`config.mk`:
```
export PLATFORM = sky130hd
export DESIGN_NAME = mlp_w_sram_arb
export DESIGN_NICKNAME = d
export VERILOG_FILES = /design/src/rtl/mlp_w_sram_arb.sv
export SDC_FILE = /design/constraint.sdc
export NUM_CORES = 1
export LEC_CHECK = 0
export ABC_AREA = 1
export CORE_ASPECT_RATIO = 1.25
export CORE_UTILIZATION = 29
export CTS_BUF_LIST = sky130_fd_sc_hd__clkbuf_4
export CTS_CLUSTER_DIAMETER = 40
export CTS_CLUSTER_SIZE = 16
export DETAILED_ROUTE_END_ITERATION = 8
export GPL_TIMING_DRIVEN = 0
export PLACE_DENSITY = 0.9
export SYNTH_ARGS = -nofsm -noshare
export SYNTH_HDL_FRONTEND = slang
export SYNTH_SLANG_ARGS = --single-unit
```
`constraint.sdc`:
```
create_clock -name clk_i -period 2 [get_ports clk_i]
set_input_delay 0.4 -clock clk_i [delete_from_list [all_inputs] [get_ports clk_i]]
set_output_delay 0.4 -clock clk_i [all_outputs]
set_load 0.02 [all_outputs]
```
`src/rtl/mlp_w_sram_arb.sv`:
```
// Arbiter for the single-port MLP weight SRAM: compute reads have priority, host
// read/write gets forced through after MAX_WAIT consecutive denied cycles.
module mlp_w_sram_arb #(
  parameter int ADDR_W   = 11,
  parameter int DATA_W   = 8,
  parameter int MAX_WAIT = 4
) (
  input  logic              clk_i,
  input  logic              rst_i,

  input  logic              c_req_valid_i,
  output logic              c_req_ready_o,
  input  logic [ADDR_W-1:0] c_addr_i,
  output logic              c_rsp_valid_o,
  output logic [DATA_W-1:0] c_rsp_data_o,

  input  logic              h_req_valid_i,
  output logic              h_req_ready_o,
  input  logic              h_we_i,
  input  logic [ADDR_W-1:0] h_addr_i,
  input  logic [DATA_W-1:0] h_wdata_i,
  output logic              h_rsp_valid_o,
  output logic [DATA_W-1:0] h_rsp_data_o,

  output logic              sram_en_o,
  output logic              sram_we_o,
  output logic [ADDR_W-1:0] sram_addr_o,
  output logic [DATA_W-1:0] sram_wdata_o,
  input  logic [DATA_W-1:0] sram_rdata_i
);

  localparam int               CNT_W    = $clog2(MAX_WAIT + 1);
  localparam logic [CNT_W-1:0] WAIT_MAX = CNT_W'(MAX_WAIT);

  // Handshake: a request is accepted on a rising edge where valid && ready.
  // ready is a same-cycle combinational grant; requesters hold addr/data while
  // valid && !ready. Responses are never backpressured.

  logic [CNT_W-1:0] wait_cnt_q, wait_cnt_d;
  logic             c_pend_q, c_pend_d;
  logic             h_pend_q, h_pend_d;

  logic host_forced;
  logic c_gnt;
  logic h_gnt;

  // Grant: suppressed entirely while reset is asserted.
  always_comb begin
    host_forced = h_req_valid_i && (wait_cnt_q == WAIT_MAX);
    c_gnt       = !rst_i && c_req_valid_i && !host_forced;
    h_gnt       = !rst_i && h_req_valid_i && !c_gnt;
  end

  assign c_req_ready_o = c_gnt;
  assign h_req_ready_o = h_gnt;

  always_comb begin
    sram_en_o    = 1'b0;
    sram_we_o    = 1'b0;
    sram_addr_o  = '0;
    sram_wdata_o = '0;
    if (c_gnt) begin
      sram_en_o   = 1'b1;
      sram_addr_o = c_addr_i;
    end else if (h_gnt) begin
      sram_en_o   = 1'b1;
      sram_we_o   = h_we_i;
      sram_addr_o = h_addr_i;
      if (h_we_i) begin
        sram_wdata_o = h_wdata_i;
      end
    end
  end

  // Starvation counter: counts consecutive denied host cycles, saturating.
  always_comb begin
    wait_cnt_d = wait_cnt_q;
    if (!h_req_valid_i || h_gnt) begin
      wait_cnt_d = '0;
    end else if (wait_cnt_q != WAIT_MAX) begin
      wait_cnt_d = wait_cnt_q + CNT_W'(1);
    end
  end

  always_comb begin
    c_pend_d = c_gnt;
    h_pend_d = h_gnt && !h_we_i;
  end

  always_ff @(posedge clk_i) begin
    if (rst_i) begin
      wait_cnt_q <= '0;
      c_pend_q   <= 1'b0;
      h_pend_q   <= 1'b0;
    end else begin
      wait_cnt_q <= wait_cnt_d;
      c_pend_q   <= c_pend_d;
      h_pend_q   <= h_pend_d;
    end
  end

  // A response already in flight when reset rises is dropped, not presented.
  always_comb begin
    c_rsp_valid_o = c_pend_q && !rst_i;
    h_rsp_valid_o = h_pend_q && !rst_i;
    c_rsp_data_o  = c_rsp_valid_o ? sram_rdata_i : '0;
    h_rsp_data_o  = h_rsp_valid_o ? sram_rdata_i : '0;
  end

endmodule

```
* Word-level counts from Yosys, hierarchy flattened *
Index checks and enable logic that the tools add are counted.

storage, ports and cells
  flip-flop bits (word level) = 5
  input bits = 43
  output and inout bits = 41
  logic and storage cells = 32

operators by class
  add/sub/neg operators = 1
  equal/unequal tests = 2
  muxes and demuxes = 11
  reductions and logical operators = 15

operators by type and width
  cell                                          count
  two-way mux 8 bit                             5
  two-way mux 11 bit                            2
  logical AND 1 bit                             8
  zero test 1 bit                               5
  two-way mux 1 bit                             4
  adder 3 x 1 -> 3 bit, second input constant   1
  == test 3 bit, second input constant          1
  inequality test 3 bit, second input constant  1
  OR reduction 2 bit                            1
  logical OR 1 bit                              1

* Logic depth before layout (Yosys ltp) *
  depth in word-level cells = 8
  mapped depth = 7
  gate-level depth less buffers = 7

* Worst setup path before layout *
No wires, ideal clock.

  path type = reg2out
  from = register wait_cnt_q[0]
  to = output sram_wdata_o[0]
  arrival = 1.150 ns
  data required time = 1.600 ns
  path slack = 0.450 ns
  stages on the path, launching flop included = 8
  path buffers = 1
  path through = dfxtp_1 > inv_1 > ha_1 > nand3_2 > nand2_4 > nand2_4 > buf_6 > nor2_2

on the way
  longest elaborated chain between the ends = 8

ends and longest elaborated chain
  item                    RTL line  text
  start, declared         39        logic [CNT_W-1:0] wait_cnt_q, wait_cnt_d;
  start signal, assigned  96        wait_cnt_q <= wait_cnt_d;
  == test 3 bit *         49        host_forced = h_req_valid_i && (wait_cnt_q == WAIT_MAX);
  logical AND 1 bit *     49
  zero test 1 bit *       50        c_gnt = !rst_i && c_req_valid_i && !host_forced;
  logical AND 1 bit *     50
  zero test 1 bit         51        h_gnt = !rst_i && h_req_valid_i && !c_gnt;
  logical AND 1 bit       51
  two-way mux 8 bit       65        end else if (h_gnt) begin
  two-way mux 8 bit *     62        if (c_gnt) begin
  end, declared           28        output logic [DATA_W-1:0] sram_wdata_o,

Mark *: on every way between the ends. The rest lies on a longest branch, timed or not.

* Worst setup path in the final report *
  from = input rst_i
  to = output sram_addr_o[7]

on the way
  longest elaborated chain between the ends = 7
  elaborated cells between the ends (all ways) = 8
  those cells by class = 2 x mux; 6 x reduce/logical

ends and longest elaborated chain
  item                             RTL line  text
  start, declared                  9         input logic rst_i,
  zero test 1 bit *                50, 51
  logical AND 1 bit (2 in series)  50
  zero test 1 bit                  51
  logical AND 1 bit                51
  two-way mux 11 bit               65
  two-way mux 11 bit *             62
  end, declared                    27        output logic [ADDR_W-1:0] sram_addr_o,

Marked as above.

==> metrics <==
Slew @ Worst Pin 0.375 ns; Antenna Nets Post-Route 0; vias per cell 4.60; clock skew 0.00127 ns; syn avg cell area 5.59 um^2; Critical Path RT roughly 1.6 ns; Worst path max stage delay 0.31 ns; die area 2530 um^2; DR pass1 iterations 4; CP delay by family, top buffers and inverters; TritonCTS clock tree yes; Tcrit/Tclk final 0.968; n_diodes 0; Crit. End Element output pin; WL per Instance 11.5 um; Clock Tree Buf Depth 2; Crit. path cell count 6; initial core utilization 0.306; Synth top cells by count nand2_1 (25), nand3_1 (23), nor2_1 (22); initial antenna violation count 0; Hold Violations, Final 0; Max Cap Viol 0; Slew Viols, Final 0; critical path cell sequence dlygate4sd2_1, nor2_4, buf_4, nand3_1, nand2_1, clkdlybuf4s15_2; Syn. warnings 0; logic gate share of total power 0.520; chip height roughly 56 um; end of the critical path sram_addr_o[7]; CP max FO 10; Post-Place Cell Area 1540 um^2; internal power 0.000327 W; Hold Path Stages 2; largest net degree at the start of global routing 12; Worst EP arrival 1.54 ns; clock power share 0.271; Hold Path Class input port to register; Syn Std Cell Area 677 um^2; # DRC 0; top-area cell type share of the netlist area 0.170; Worst slew margin 0.750; Max IR drop VDD 0.000255 V; post-route cell area between 1500 and 2000 um^2; number of buffers created by CTS 3; crit path time final a little under 2 ns; RR Startpoint wait_cnt_q[0]; io pins 84; final setup fails 0; final WL 2780 um; FMAX 0.516 GHz; RSZ-0062 raised after global routing true; Clock Latency Late Sink 0.25 ns; cts-stage hold buffer count 0; first-pass GRT wire length 4170 um; met3 Track Usage GR 0.0714; GRT Resource Usage Total 0.221; Congestion Overflow GR 0; Async S/R FF share, synth 0; routing usage on met1 0.200; H-tree Lvls 1; Yosys reg bits 5; most frequent cell after synthesis nand2_1; P&R area growth vs syn 136%; Post-Layout Cell Count roughly 240; Leak 0.850 nW; status completed; EDFF count, synth 0; Main synth FF type dfxtp_1; Distinct cells, synth 17; fraction of layout cells with a size suffix above 1 0.251; RR Endpoint h_pend_q; slowest CP cell dlygate4sd2_1; Final GP Congestion 0.706; I/O Buffers 82; Inst Count DP 234; hold slack roughly 0.53 ns; 1st-iter DRT viols 28; clock sinks 5; Critical path origin rst_i; PD cells a little over 300 nW/um^2; Sw Ratio 0.339; vias in the first global route roughly 970; met2 usage 0.422; Syn Nets ~170; CP Class input port to output pin; root buf cell clkbuf_4; sequential share of power 0.209; cells after synthesis 121; Core Region 2210 um^2; # nets final ~260; share of the yosys chip area belonging to registers 0.148; setup TNS 0 ns; post-DP HPWL ~2100 um; layer carrying the most global-route usage met2; cell accounting for the most synthesized area nand3_1; Buf/Inv on CP 3; Vias 1113; Worst-path clk slew 0.04 ns; Area contributors post-synth nand3_1 (17%), dfxtp_1 (15%), nand2_1 (14%); Critical Path Source Type input port; worst reg-to-reg path cell count 6; fill count 196; Worst R2R Setup Slack 0.89 ns; FP Rows 19; Switch Pwr 0.000168 W; die width about 45 um
==> flip-flops by register name (all words and copies together), names as in the netlist <==
signal,cells
wait_cnt_q,3
c_pend_q,1
h_pend_q,1
==> cell usage in the layout, fill, tap and decap left out, drive strengths merged <==
master	synthesis	routed
a21oi	1	1
buf	6	20
clkbuf	0	4
clkdlybuf4s15	0	12
clkdlybuf4s50	0	39
dfxtp	5	5
dlygate4sd2	0	21
ha	2	2
inv	21	21
nand2	27	27
nand3	24	24
nor2	33	33
o21ai	1	1
xor2	1	1
==> cells by family after synthesis <==
group	Yosys count	synth area share
AOI/OAI and AO/OA	2	0.0148
xor gates and xnor gates	1	0.0129
adders and majority gates	2	0.0370
buffers and inverters	27	0.185
DFF	5	0.148
and+or+nand+nor	84	0.603
==> metal layers <==
metal  part of all wire  routed length, um  vias up
met5                  0                  0        -
li1                   -                  -      545
met4              0.021                 59        0
met3              0.098                272        8
met1               0.34                954      483
met2               0.54               1500       77
==> worst min-delay path by stage <==
stage | from | end | slack (ns)
CTS | h_we_i | h_pend_q | 0.52
detailed placement | wait_cnt_q[0] | wait_cnt_q[0] | 0.58
floorplan | wait_cnt_q[0] | wait_cnt_q[0] | 0.53
global placement | wait_cnt_q[0] | wait_cnt_q[0] | 0.54
finish | h_we_i | h_pend_q | 0.53
global route | h_we_i | h_pend_q | 0.61
==> worst register-to-register path, cell delays in order (launching register included) <==
cell	delay [ns]
dfxtp_1	0.34
inv_2	0.07
ha_4	0.17
nand3_4	0.12
nand2_8	0.09
nand2_8	0.14
nor2_1	0.06
==> layout make-up <==
cell class                 instances  area (um^2)  share of cell area
buffer                             5         45.0              0.0281
multi-input combinational         89          492               0.307
tap                               31         38.8              0.0242
inverter                          21         78.8              0.0493
clock buffer                       4         30.0              0.0188
timing repair buffer              87          816               0.510
sequential                         5          100              0.0625
==> repair_timing <==
| action | in CTS | in global routing |
|---|---|---|
| gates cloned | 1 | 0 |
| pin swaps | 5 | 2 |
| gates resized for setup | 103 | 9 |
| setup endpoints to repair | 41 | 17 |
| setup buffers | 4 | 0 |
==> through the flow <==
step	util	worst slack (ns)	total power [W]
after floorplan	-	0.450	0.000214
after global placement	0.695	-0.533	0.000361
after detailed placement	0.695	-0.558	0.000366
after CTS	0.735	0.0118	0.000499
after global routing	0.724	-0.00107	0.000524
final	0.724	0.0632	0.000494
==> power groups by stage <==
stage | Combinational, W | Clock, W | Sequential [W]
finish | 0.000257 | 0.000134 | 0.000103
global route | 0.000274 | 0.000146 | 0.000103
CTS | 0.000259 | 0.000137 | 0.000103
detailed placement | 0.000261 | 0 | 0.000105
global placement | 0.000256 | 0 | 0.000105
floorplan | 0.000109 | 0 | 0.000105
(Power assumes the default switching activity.)
